[src/rtl/arm_decode_pipe_if.sv]
// Bundle of fetch-side and execute-side signals for arm_decode_pipe.
// No logic here; carries the valid/ready pairs plus the decoded bundle.
// Backpressure travels on in_ready (to fetch) and out_ready (from execute).
interface arm_decode_pipe_if #(
    parameter int PTR_W = 2
);
    // fetch side
    logic             flush;
    logic [3:0]       flags;
    logic             in_valid;
    logic             in_ready;
    logic [31:0]      in_inst;
    logic [31:0]      in_pc;
    // execute side
    logic             out_valid;
    logic             out_ready;
    logic [31:0]      out_pc;
    logic             cond_pass;
    logic             illegal;
    logic [3:0]       write_rd;
    logic [3:0]       read_rn;
    logic [3:0]       read_rm;
    logic [3:0]       read_rs;
    logic             rd_we;
    logic             cpsr_we;
    logic [3:0]       alu_sel;
    logic             shiftee_sel;
    logic [7:0]       immed_8;
    logic [1:0]       shifter_sel;
    logic [3:0]       rotate_imm;
    logic [4:0]       shift_imm;
    logic [3:0]       barrel_sel;
    logic [PTR_W:0]   count;

    // decoder view
    modport slave (
        input  flush, flags, in_valid, in_inst, in_pc, out_ready,
        output in_ready, out_valid, out_pc, cond_pass, illegal,
               write_rd, read_rn, read_rm, read_rs, rd_we, cpsr_we,
               alu_sel, shiftee_sel, immed_8, shifter_sel, rotate_imm,
               shift_imm, barrel_sel, count
    );

    // fetch/execute view
    modport master (
        output flush, flags, in_valid, in_inst, in_pc, out_ready,
        input  in_ready, out_valid, out_pc, cond_pass, illegal,
               write_rd, read_rn, read_rm, read_rs, rd_we, cpsr_we,
               alu_sel, shiftee_sel, immed_8, shifter_sel, rotate_imm,
               shift_imm, barrel_sel, count
    );
endinterface

[src/rtl/arm_decode_pipe.sv]
// Buffered ARM data-processing decoder: FIFO of fetched words feeding a registered decode stage.
// Latency: word pushed at edge k is loaded into the output register at edge k+1 (2 edges push->consume).
// Backpressure: in_ready low when FIFO full or flushing; output bundle holds while out_valid & !out_ready.
module arm_decode_pipe #(
    parameter int DEPTH = 4,
    parameter int PTR_W = 2
) (
    input  logic               clk,
    input  logic               reset,
    arm_decode_pipe_if.slave   bus
);

    typedef struct packed {
        logic [31:0] pc;
        logic        cond_pass;
        logic        illegal;
        logic [3:0]  write_rd;
        logic [3:0]  read_rn;
        logic [3:0]  read_rm;
        logic [3:0]  read_rs;
        logic        rd_we;
        logic        cpsr_we;
        logic [3:0]  alu_sel;
        logic        shiftee_sel;
        logic [7:0]  immed_8;
        logic [1:0]  shifter_sel;
        logic [3:0]  rotate_imm;
        logic [4:0]  shift_imm;
        logic [3:0]  barrel_sel;
    } bundle_t;

    localparam logic [PTR_W:0] L_DEPTH = (PTR_W+1)'(DEPTH);

    // FIFO storage and bookkeeping
    logic [31:0]    r_mem_inst [DEPTH];
    logic [31:0]    r_mem_pc   [DEPTH];
    logic [PTR_W-1:0] r_wr_ptr;
    logic [PTR_W-1:0] r_rd_ptr;
    logic [PTR_W:0]   r_count;

    // output stage
    logic           r_out_valid;
    bundle_t        r_bundle;

    logic           w_in_ready;
    logic           w_push;
    logic           w_load;
    logic [31:0]    w_inst;
    bundle_t        w_dec;

    // Evaluate an ARM condition code against {N,Z,C,V}.
    function automatic logic cond_eval(input logic [3:0] cc, input logic [3:0] f);
        logic n, z, c, v, r;
        n = f[3];
        z = f[2];
        c = f[1];
        v = f[0];
        case (cc)
            4'h0:    r = z;
            4'h1:    r = !z;
            4'h2:    r = c;
            4'h3:    r = !c;
            4'h4:    r = n;
            4'h5:    r = !n;
            4'h6:    r = v;
            4'h7:    r = !v;
            4'h8:    r = c & !z;
            4'h9:    r = !c | z;
            4'hA:    r = (n == v);
            4'hB:    r = (n != v);
            4'hC:    r = !z & (n == v);
            4'hD:    r = z | (n != v);
            4'hE:    r = 1'b1;
            default: r = 1'b0;
        endcase
        return r;
    endfunction

    // in_ready looks only at registered occupancy, so a full FIFO refuses even on a pop cycle.
    assign w_in_ready = (r_count < L_DEPTH) & !bus.flush;
    assign w_push     = bus.in_valid & w_in_ready & !reset;
    // Output register refills from the head whenever it is empty or being consumed.
    assign w_load     = (r_count != '0) & (!r_out_valid | bus.out_ready);
    assign w_inst     = r_mem_inst[r_rd_ptr];

    // Decode the FIFO head; flags are live here and get frozen when the load edge captures them.
    always_comb begin
        w_dec             = '0;
        w_dec.pc          = r_mem_pc[r_rd_ptr];
        w_dec.cond_pass   = cond_eval(w_inst[31:28], bus.flags);
        w_dec.illegal     = (w_inst[27:26] != 2'b00) | (!w_inst[25] & w_inst[7] & w_inst[4]);
        w_dec.write_rd    = w_inst[15:12];
        w_dec.read_rn     = w_inst[19:16];
        w_dec.read_rm     = w_inst[3:0];
        w_dec.read_rs     = w_inst[11:8];
        w_dec.alu_sel     = w_inst[24:21];
        w_dec.shiftee_sel = w_inst[25];
        w_dec.immed_8     = w_inst[7:0];
        w_dec.rotate_imm  = w_inst[11:8];
        w_dec.shift_imm   = w_inst[11:7];
        if (w_inst[25]) begin
            w_dec.shifter_sel = 2'b00;
            w_dec.barrel_sel  = 4'b0011;
        end else if (w_inst[4]) begin
            w_dec.shifter_sel = 2'b10;
            w_dec.barrel_sel  = {2'b01, w_inst[6:5]};
        end else begin
            w_dec.shifter_sel = 2'b01;
            w_dec.barrel_sel  = {2'b00, w_inst[6:5]};
        end
        // compare/test ops (alu_sel 10xx) only update flags, never Rd
        w_dec.rd_we   = w_dec.cond_pass & !w_dec.illegal & (w_inst[24:23] != 2'b10);
        w_dec.cpsr_we = w_dec.cond_pass & !w_dec.illegal & w_inst[20];
    end

    // FIFO payload write; storage itself needs no reset since pointers gate visibility.
    always_ff @(posedge clk) begin
        if (w_push) begin
            r_mem_inst[r_wr_ptr] <= bus.in_inst;
            r_mem_pc[r_wr_ptr]   <= bus.in_pc;
        end
    end

    // FIFO pointers and occupancy; flush wins over any push/pop on the same edge.
    always_ff @(posedge clk) begin
        if (reset || bus.flush) begin
            r_wr_ptr <= '0;
            r_rd_ptr <= '0;
            r_count  <= '0;
        end else begin
            if (w_push) begin
                r_wr_ptr <= r_wr_ptr + 1'b1;
            end
            if (w_load) begin
                r_rd_ptr <= r_rd_ptr + 1'b1;
            end
            r_count <= r_count + {{PTR_W{1'b0}}, w_push} - {{PTR_W{1'b0}}, w_load};
        end
    end

    // Output register: load from head, drop valid when consumed with nothing behind it.
    always_ff @(posedge clk) begin
        if (reset) begin
            r_out_valid <= 1'b0;
            r_bundle    <= '0;
        end else if (bus.flush) begin
            r_out_valid <= 1'b0;
        end else if (w_load) begin
            r_out_valid <= 1'b1;
            r_bundle    <= w_dec;
        end else if (bus.out_ready) begin
            r_out_valid <= 1'b0;
        end
    end

    assign bus.in_ready    = w_in_ready;
    assign bus.count       = r_count;
    assign bus.out_valid   = r_out_valid;
    assign bus.out_pc      = r_bundle.pc;
    assign bus.cond_pass   = r_bundle.cond_pass;
    assign bus.illegal     = r_bundle.illegal;
    assign bus.write_rd    = r_bundle.write_rd;
    assign bus.read_rn     = r_bundle.read_rn;
    assign bus.read_rm     = r_bundle.read_rm;
    assign bus.read_rs     = r_bundle.read_rs;
    assign bus.rd_we       = r_bundle.rd_we;
    assign bus.cpsr_we     = r_bundle.cpsr_we;
    assign bus.alu_sel     = r_bundle.alu_sel;
    assign bus.shiftee_sel = r_bundle.shiftee_sel;
    assign bus.immed_8     = r_bundle.immed_8;
    assign bus.shifter_sel = r_bundle.shifter_sel;
    assign bus.rotate_imm  = r_bundle.rotate_imm;
    assign bus.shift_imm   = r_bundle.shift_imm;
    assign bus.barrel_sel  = r_bundle.barrel_sel;

endmodule

[src/flat_wrapper.sv]
// flat-port wrapper written by rule: the top's interface ports become plain ports
module arm_decode_pipe_flat 
#(
    parameter int DEPTH = 4,
    parameter int PTR_W = 2
)
  (clk, reset, bus_flush, bus_flags, bus_in_valid, bus_in_inst, bus_in_pc, bus_out_ready, bus_in_ready, bus_out_valid, bus_out_pc, bus_cond_pass, bus_illegal, bus_write_rd, bus_read_rn, bus_read_rm, bus_read_rs, bus_rd_we, bus_cpsr_we, bus_alu_sel, bus_shiftee_sel, bus_immed_8, bus_shifter_sel, bus_rotate_imm, bus_shift_imm, bus_barrel_sel, bus_count);
  arm_decode_pipe_if #(.PTR_W(PTR_W)) bus_i ();
  input  logic clk;
  input  logic reset;
  input wire logic [$bits(bus_i.flush)-1:0] bus_flush;
  input wire logic [$bits(bus_i.flags)-1:0] bus_flags;
  input wire logic [$bits(bus_i.in_valid)-1:0] bus_in_valid;
  input wire logic [$bits(bus_i.in_inst)-1:0] bus_in_inst;
  input wire logic [$bits(bus_i.in_pc)-1:0] bus_in_pc;
  input wire logic [$bits(bus_i.out_ready)-1:0] bus_out_ready;
  output wire logic [$bits(bus_i.in_ready)-1:0] bus_in_ready;
  output wire logic [$bits(bus_i.out_valid)-1:0] bus_out_valid;
  output wire logic [$bits(bus_i.out_pc)-1:0] bus_out_pc;
  output wire logic [$bits(bus_i.cond_pass)-1:0] bus_cond_pass;
  output wire logic [$bits(bus_i.illegal)-1:0] bus_illegal;
  output wire logic [$bits(bus_i.write_rd)-1:0] bus_write_rd;
  output wire logic [$bits(bus_i.read_rn)-1:0] bus_read_rn;
  output wire logic [$bits(bus_i.read_rm)-1:0] bus_read_rm;
  output wire logic [$bits(bus_i.read_rs)-1:0] bus_read_rs;
  output wire logic [$bits(bus_i.rd_we)-1:0] bus_rd_we;
  output wire logic [$bits(bus_i.cpsr_we)-1:0] bus_cpsr_we;
  output wire logic [$bits(bus_i.alu_sel)-1:0] bus_alu_sel;
  output wire logic [$bits(bus_i.shiftee_sel)-1:0] bus_shiftee_sel;
  output wire logic [$bits(bus_i.immed_8)-1:0] bus_immed_8;
  output wire logic [$bits(bus_i.shifter_sel)-1:0] bus_shifter_sel;
  output wire logic [$bits(bus_i.rotate_imm)-1:0] bus_rotate_imm;
  output wire logic [$bits(bus_i.shift_imm)-1:0] bus_shift_imm;
  output wire logic [$bits(bus_i.barrel_sel)-1:0] bus_barrel_sel;
  output wire logic [$bits(bus_i.count)-1:0] bus_count;
  assign bus_i.flush = bus_flush;
  assign bus_i.flags = bus_flags;
  assign bus_i.in_valid = bus_in_valid;
  assign bus_i.in_inst = bus_in_inst;
  assign bus_i.in_pc = bus_in_pc;
  assign bus_i.out_ready = bus_out_ready;
  assign bus_in_ready = bus_i.in_ready;
  assign bus_out_valid = bus_i.out_valid;
  assign bus_out_pc = bus_i.out_pc;
  assign bus_cond_pass = bus_i.cond_pass;
  assign bus_illegal = bus_i.illegal;
  assign bus_write_rd = bus_i.write_rd;
  assign bus_read_rn = bus_i.read_rn;
  assign bus_read_rm = bus_i.read_rm;
  assign bus_read_rs = bus_i.read_rs;
  assign bus_rd_we = bus_i.rd_we;
  assign bus_cpsr_we = bus_i.cpsr_we;
  assign bus_alu_sel = bus_i.alu_sel;
  assign bus_shiftee_sel = bus_i.shiftee_sel;
  assign bus_immed_8 = bus_i.immed_8;
  assign bus_shifter_sel = bus_i.shifter_sel;
  assign bus_rotate_imm = bus_i.rotate_imm;
  assign bus_shift_imm = bus_i.shift_imm;
  assign bus_barrel_sel = bus_i.barrel_sel;
  assign bus_count = bus_i.count;
  arm_decode_pipe #(.DEPTH(DEPTH), .PTR_W(PTR_W)) u_core (.clk(clk), .reset(reset), .bus(bus_i));
endmodule
[config.mk]
export PLATFORM = sky130hd
export DESIGN_NAME = arm_decode_pipe_flat
export DESIGN_NICKNAME = d
export VERILOG_FILES = /design/src/rtl/arm_decode_pipe_if.sv /design/src/rtl/arm_decode_pipe.sv /design/src/flat_wrapper.sv
export SDC_FILE = /design/constraint.sdc
export NUM_CORES = 1
export LEC_CHECK = 0
export BUFFER_PORTS_ARGS = -buffer_cell sky130_fd_sc_hd__buf_2
export CAP_MARGIN = 5
export CELL_PAD_IN_SITES_DETAIL_PLACEMENT = 0
export CELL_PAD_IN_SITES_GLOBAL_PLACEMENT = 1
export CORE_MARGIN = 2
export CORE_UTILIZATION = 30
export DETAILED_ROUTE_END_ITERATION = 7
export PLACE_DENSITY = 0.64
export SLEW_MARGIN = 10
export SYNTH_ARGS = -nofsm -noshare
export SYNTH_HDL_FRONTEND = slang
export SYNTH_SLANG_ARGS = --single-unit
[constraint.sdc]
create_clock -name clk -period 2.9 [get_ports clk]
set_input_delay 0.435 -clock clk [delete_from_list [all_inputs] [get_ports clk]]
set_output_delay 0.435 -clock clk [all_outputs]
set_load 0.03 [all_outputs]
==> impl.org, run 1 <==
** Outcome
- The run finished with clean final reports.

** Run
- Max-cap violations :: 0

** Placement
- The placed instances occupy a cell area of 13700 um^2.
- Final Wtd Congestion :: 0.698
- HPWL Detailed :: 16200 um
- IO Port Bufs :: 156

** CTS
- The clock tree synthesis step divided the H-tree into 2 levels.
- Setup Buffers After CTS :: 0
- Clock-pin slew was measured on the worst setup and hold paths at 0.06 ns.
- Clock sinks :: 331
- Post-CTS repair changed the size of 0 cells.
- Number of buffers created by CTS :: 39
- Max Buffers Root-to-Sink :: 3
- TritonCTS clock tree :: built
- Insertion delay of the later-clocked pin in the worst-skew pair :: 0.53 ns
- Number of hold buffers added after cts :: 0
- In this run the clock root is driven by a clkbuf_16.

** Critical path
- STA classifies the critical path endpoint as a register.
- R2R depth :: 7
- STA classifies the critical path startpoint as a register.
- Along the worst path, the maximum fanout reaches 11.
- The setup path with the least slack is of type reg -> reg.
- Data arrives at the worst endpoint at 2.87 ns.
- Setup slack on the worst flop-to-flop path :: 0.50 ns
- Worst setup path endpoint :: u_core.bus.rd_we
- At the worst endpoint, the required time is 3.37 ns.
- FF-to-FF End :: u_core.bus.rd_we

** Finish
- From synthesis to final layout, the design area changed by 23.0%.
- In the final layout, flip-flops and latches occupy 9190 um^2.
- Total number of nets in the final design :: 969
- In the final layout, the share of cells above drive strength 1 is 0.338.
- Fillers :: 3885
- Area taken by multi-input logic gates :: 2770 um^2
- Area of all placed cells without fillers :: 15100 um^2

** Min path
- Startpoint of the tightest hold check path :: bus_in_pc[10]
- Worst hold path type :: in -> reg

** Synthesis
- Combined area of all synthesized cells :: 12200 um^2
- Leading post-synthesis cells by cell area :: edfxtp_1 (63%), dfxtp_1 (12%), mux4_2 (11%)
- By area, the combinational part of the netlist is dominated by multiplexers.
- Of the total synthesized cell area, the portion taken by XOR and XNOR cells is 0.00501.
- In this run, distinct cell masters in the synthesized netlist total 38.
- FFs w/ async S/R, synth :: 0
- Syn nets :: 806
- Synthesis inferred 331 register bits.
- Cell types with the highest counts after synthesis :: edfxtp_1 (256), nand2_1 (123), dfxtp_1 (75)
- Most common cell in the netlist :: edfxtp_1
- The share of the Yosys chip area taken by registers is 0.750.
- Simple logic cell fraction of the synthesized area :: 0.0575
- Yosys mapped a number of flops with a built-in enable equal to 256.
- Of the total synthesized cell area, the portion taken by full adders, half adders and majority gates is 0.00777.
- Synth area leader :: edfxtp_1
- The post-synthesis compound-gate area fraction was 0.0368.
- Leading register cell type out of synthesis :: edfxtp_1
- Mux cell area share after synthesis :: 0.117
- A synthesized cell averages 16.9 um^2.
- Warning count from the yosys run :: 0
- Synthesized instance count :: 726
- Top cell type's share of synthesized area :: 0.628

** Power and ir drop
- Lkg Pwr :: 5.17 nW
- Power Dens Cells :: 894 nW/um^2
- Fraction of power spent switching nets :: 0.285
- Internal power contribution :: 9.62 mW
- The share of total power dissipated in the clock network is 0.371.
- The share of total power dissipated in sequential elements is 0.421.
- Portion of total power attributed to combinational logic :: 0.209
- Net switching power of the design :: 3.84 mW
- Across the VDD grid, the largest voltage drop is 0.447 mV.

** Timing
- Final number of hold-violating endpoints :: 0
- RSZ-0062 raised after global routing :: no
- Based on the critical path, the design can be clocked at up to 417 MHz.
- Portion of the clock cycle consumed by the worst path in the final layout :: 0.827
- Final number of max-transition violations :: 0
- The worst path in the final design needs a cycle of 2.40 ns, including I/O delays and setup.
- Setup violations remaining at the end of the flow were counted as 0.
- Measured against its own limit, the worst slew margin works out to 0.414.
- Pin slew with the least headroom to its limit :: 0.879 ns
- On the final layout, the worst clock skew is 0.0108 ns.
- Setup total negative slack on the finished layout was measured at 0 ns.

** Global routing
- Vias in the first global route :: 6711
- Number of antenna violations at the first check in global routing :: 4
- Global route overflow :: 0
- Entering global routing, the biggest net connects 66 pins.
- For this run, the total global-route usage over all layers was measured as 0.129.
- The first global-routing pass estimated 40600 um of wire.

** Floorplanning
- Die width :: 206 um
- 158 I/O pins were placed.
- Total Die Area :: 42400 um^2
- Core area :: 40600 um^2
- Number of placement rows :: 74
- The die is 206 um tall.
- For this configuration, the core starts out at a cell density of 0.302.

** Route
- The first detailed-routing pass ran for 4 iterations.
- Post-detailed-route via-to-cell ratio :: 4.52
- Once detail routing completed, the nets flagged for antenna violations numbered 0.
- After detailed routing, the average wire length per cell comes to 18.5 um.
- After the first detailed-routing iteration, the DRC count stood at 420.
- Total via count in the routed design :: 6557
- Remaining design rule violation count :: 0
- Summed over all layers, the routed wires come to 26900 um.
kinds of logic after synthesis:
logic type,after synthesis
flops,331
simple gates,172
compound gates,79
mux,65
buf+inv,64
fa+ha+maj,7
xor+xnor,7
other cells,1
cells in the final DEF (no fill, tap or decap), types with 2 or more instances in the layout:
cell type and count:
inv_1 11, o21ai_0 2, a21oi_1 63, mux4_2 62
ha_1 6, clkbuf_8 3, nand3_1 2, and2_4 4
nor2_1 21, clkbuf_16 41, nor2b_1 9, dfxtp_2 4
buf_4 8, bufinv_16 5, buf_12 11, clkinv_2 5
o21ai_1 2, clkbuf_1 11, clkinvlp_4 2, xor2_1 2
a211oi_1 3, xnor2_1 5, nor3_1 8, a221oi_1 2
edfxtp_1 256, mux2_2 2, dfxtp_1 71, buf_2 156
nand2_1 123
power groups by stage:
stage               combinational [mW]  clock (mW)  sequential [mW]
finish                            2.81        4.99             5.66
global route                      3.10        5.32             5.71
CTS                               2.89        5.14             5.67
detailed placement                2.89           0             5.77
global placement                  2.88           0             5.76
floorplan                         1.53           0             6.23
metrics by stage:
step	utilization	hold WS [ns]	setup WS, ns	total power [mW]	cells
finish	0.371	0.115	0.500	13.5	1452
global route	0.371	0.0968	0.274	14.1	1451
CTS	0.371	0.0757	0.466	13.7	1451
detailed placement	0.339	0.444	0.462	8.66	1380
global placement	0.339	0.440	0.448	8.63	1380
floorplan	-	0.534	0.500	7.76	726
how the worst min path moves through the flow:
stage	end	slack (ns)	cells after the start
after floorplan	u_core.r_mem_inst[0][0]	0.53	0
after global placement	u_core.bus.out_pc[26]	0.44	2
after detailed placement	u_core.bus.alu_sel[1]	0.44	2
after CTS	u_core.r_mem_pc[0][10]	0.08	1
after global routing	u_core.r_mem_pc[0][13]	0.1	1
final	u_core.r_mem_pc[2][10]	0.11	1
cell type report:
class,count,share of cell area
flip-flops and latches,331,0.611
multi-input cells,331,0.184
clock buffers,55,0.0736
repair buffers,175,0.0705
well taps,532,0.0442
clock inverters,16,0.0144
inverters,11,0.00274
diodes,1,0.000166
registers in the layout, summed over array words and instances (netlist names), named ones only:
register                count
u_core.bus.cond_pass        1
u_core.bus.out_pc          32
u_core.bus.count            3
u_core.r_wr_ptr             2
u_core.bus.illegal          1
u_core.bus.cpsr_we          1
u_core.bus.out_valid        1
u_core.bus.read_rn          4
u_core.bus.shift_imm        5
u_core.r_rd_ptr             2
u_core.r_mem_pc           128
u_core.bus.shifter_sel      2
u_core.bus.shiftee_sel      1
u_core.bus.immed_8          7
u_core.bus.barrel_sel       2
u_core.bus.rd_we            1
u_core.bus.alu_sel          4
u_core.bus.write_rd         4
u_core.r_mem_inst         128
critical path: stages, from the launching register on:
cell	delay (ns)
dfxtp_2	0.44
buf_4	0.29
mux4_2	0.57
nor2b_1	0.17
a221oi_1	0.35
nor3b_1	0.28
o21ai_0	0.13
o21ai_1	0.12
layer usage:
metal / share of wire / GRT usage / vias up / routed length, um
met5: 0.0014 / 0 / - / 38
met2: 0.49 / 0.219 / 164 / 13300
met4: 0.022 / 0.0469 / 6 / 585
met3: 0.058 / 0.0330 / 50 / 1550
li1: - / - / 3061 / -
met1: 0.43 / 0.160 / 3276 / 11400
Note: power is estimated with default switching activity, not from simulation.
==> inputs of run 2 (changes only) <==
- PLACE_DENSITY: 0.64 -> 0.62
- clock period: 2.9 -> 2.3 ns (I/O delays scaled with it)
==> impl.org, run 2 (synthesis gave the netlist of run 1 again) <==
** CTS
- Counting the buffers created by CTS gives 38.
- Number of levels in the clock H-tree :: 2
- Clock-pin slew was measured on the worst setup and hold paths at 0.06 ns.
- No sink is reached through more buffers than the 3 on the longest clock path.
- Clock sinks :: 331
- For the worst-skew pair, the clock arrives at the later sink with an insertion delay of 0.55 ns.
- TritonCTS built the clock tree.
- The tree is rooted in a clkbuf_16.

** Placement
- Port buffering added 156 buffers.
- The congestion estimate from routability-driven global placement came to 0.706.
- Once detailed placement completed, the half-perimeter wirelength came to 17800 um.

** Critical path
- Library cell contributing the largest single delay on the critical path :: mux4_2
- Worst-path maximum fanout :: 7
- Cell count along the critical path :: 8
- STA classifies the critical path startpoint as a register.
- The worst setup path is captured at a register.
- STA puts the critical path data required time at 2.67 ns.
- Arrival @ worst endpoint :: 2.58 ns
- Biggest cell delay along the critical path :: 0.57 ns
- R2R depth :: 8
- List of cells traversed by the critical path :: mux4_2, buf_6, mux2i_1, nor4_1, a311o_1, a221oi_2, buf_4, a211oi_1
- Grouping stages by cell kind, the critical path spends the most delay in multiplexers.
- Count of buffering cells on the critical path with inverters included :: 2
- By startpoint and endpoint, the worst setup path is classified as reg -> reg.

** Run
- Max-cap violations :: 0

** Timing
- Worst hold slack after final layout :: 0.0293 ns
- Dividing the final minimum period by the clock period gives 0.962.
- The routed design could run at a clock period as short as 2.21 ns.
- Pin slew with the least headroom to its limit :: 0.906 ns
- Headroom to the max-slew limit :: 0.396
- Final number of hold-violating endpoints :: 0
- RSZ-0062 raised after global routing :: yes
- Sum of negative setup slack :: 0 ns
- Final number of max-transition violations :: 0
- Between clock sinks in the finished design, the worst skew comes to 0.0252 ns.
- Number of failing setup endpoints in the final timing report :: 0
- Upper clock frequency limit :: 452 MHz

** Finish
- The library cells used most frequently in the layout, excluding fill and tap cells, are edfxtp_1 (256), buf_2 (155), nand2_1 (123).
- In the final layout, the share of cells above drive strength 1 is 0.345.
- Most common library cell in the layout ignoring fill and taps :: edfxtp_1
- For this run, the share of the core covered by cells in the final layout is 0.388.
- Total number of nets in the final design :: 1035
- From synthesis to final layout, the design area changed by 28.5%.
- Fill cells in the final layout number 3814.

** Power and ir drop
- Power Dens Cells :: 1080 nW/um^2
- Summing internal, switching and leakage power gives 17.0 mW.
- Largest voltage drop on the vdd net :: 0.682 mV
- In this run the static leakage power is 5.47 nW.

** Route
- Average wire length per cell after detail routing :: 18.8 um
- Once detail routing completed, the nets flagged for antenna violations numbered 0.
- Total via count in the routed design :: 6923
- Initial drt markers :: 454
- Number of search-and-repair iterations in the first detailed-routing pass :: 4
- In the routed layout, each cell is associated on average with a via count of 4.55.
- After detailed routing, the total wire length is 28700 um.
- Remaining design rule violation count :: 0

** Floorplanning
- After floorplanning, the core was sized to cover 40600 um^2.
- Count of pins on the block boundary :: 158
- Effective utilization at floorplan :: 0.302
- The die is 206 um tall.
- In this run the core area contains 74 standard-cell rows.
- Die width :: 206 um
- The die covers 42400 um^2.

** Global routing
- For this run the aggregate overflow at the end of global routing stands at 0.
- The first global-routing pass estimated 43200 um of wire.
- The via count of the first global-routing pass came to 7257.
- Number of antenna violations at the first check in global routing :: 2
- Overall routing resource usage :: 0.137
- Entering global routing, the biggest net connects 66 pins.

** Min path
- In this run the worst hold path is classified as in -> reg.
- Along the worst hold path, the cell count comes to 1.

** Outcome
- The run finished with clean final reports.
[run 2: through the flow]
step,instance area (um^2),cells,setup WS (ns)
6_report,15700,1522,0.0880
2_1_floorplan,12300,726,-0.0102
3_5_place_dp,13900,1400,0.00401
4_1_cts,15700,1516,0.000750
5_1_grt,15700,1519,-0.0353
3_3_place_gp,13900,1400,-0.0166
[run 2: what timing repair did]
| item | CTS | global route |
|---|---|---|
| setup endpoints to repair | 0 | 3 |
| hold buffers | 46 | 0 |
| endpoints found under the hold margin | 172 | 0 |
| setup buffers | 0 | 1 |
| resized for setup | 0 | 7 |
[run 2: where the power goes]
group | total [mW] | switching, mW | internal [mW]
clock | 6.10 | 2.45 | 3.65
sequential | 7.17 | 0.275 | 6.89
combinational | 3.72 | 2.29 | 1.43
total | 17.0 | 5.02 | 12.0
[run 2: layout make-up]
type	count	area, um^2	area share
antenna	5	12.5	0.000795
clock buffer	45	1020	0.0647
clock inverter	25	263	0.0167
inverter	11	41.3	0.00262
multi-input combinational	331	2790	0.177
sequential	331	9200	0.584
tap	532	666	0.0423
timing repair buffer	242	1750	0.111
[run 2: worst paths after layout]
| check | startpoint | endpoint | slack, ns |
|---|---|---|---|
| max | register | u_core.bus.cond_pass | 0.09 |
| min | bus_in_inst[5] | u_core.r_mem_inst[3][5] | 0.03 |
| max reg2reg | register | u_core.bus.cond_pass | 0.09 |
| min reg2reg | u_core.bus.out_pc[8] | u_core.bus.out_pc[8] | 0.45 |
[run 2: per-layer routing]
metal / global-route usage / wire, um
met3: 0.0296 / 1600
met5: 0 / 0
met1: 0.168 / 12200
met2: 0.241 / 14300
met4: 0.0429 / 570
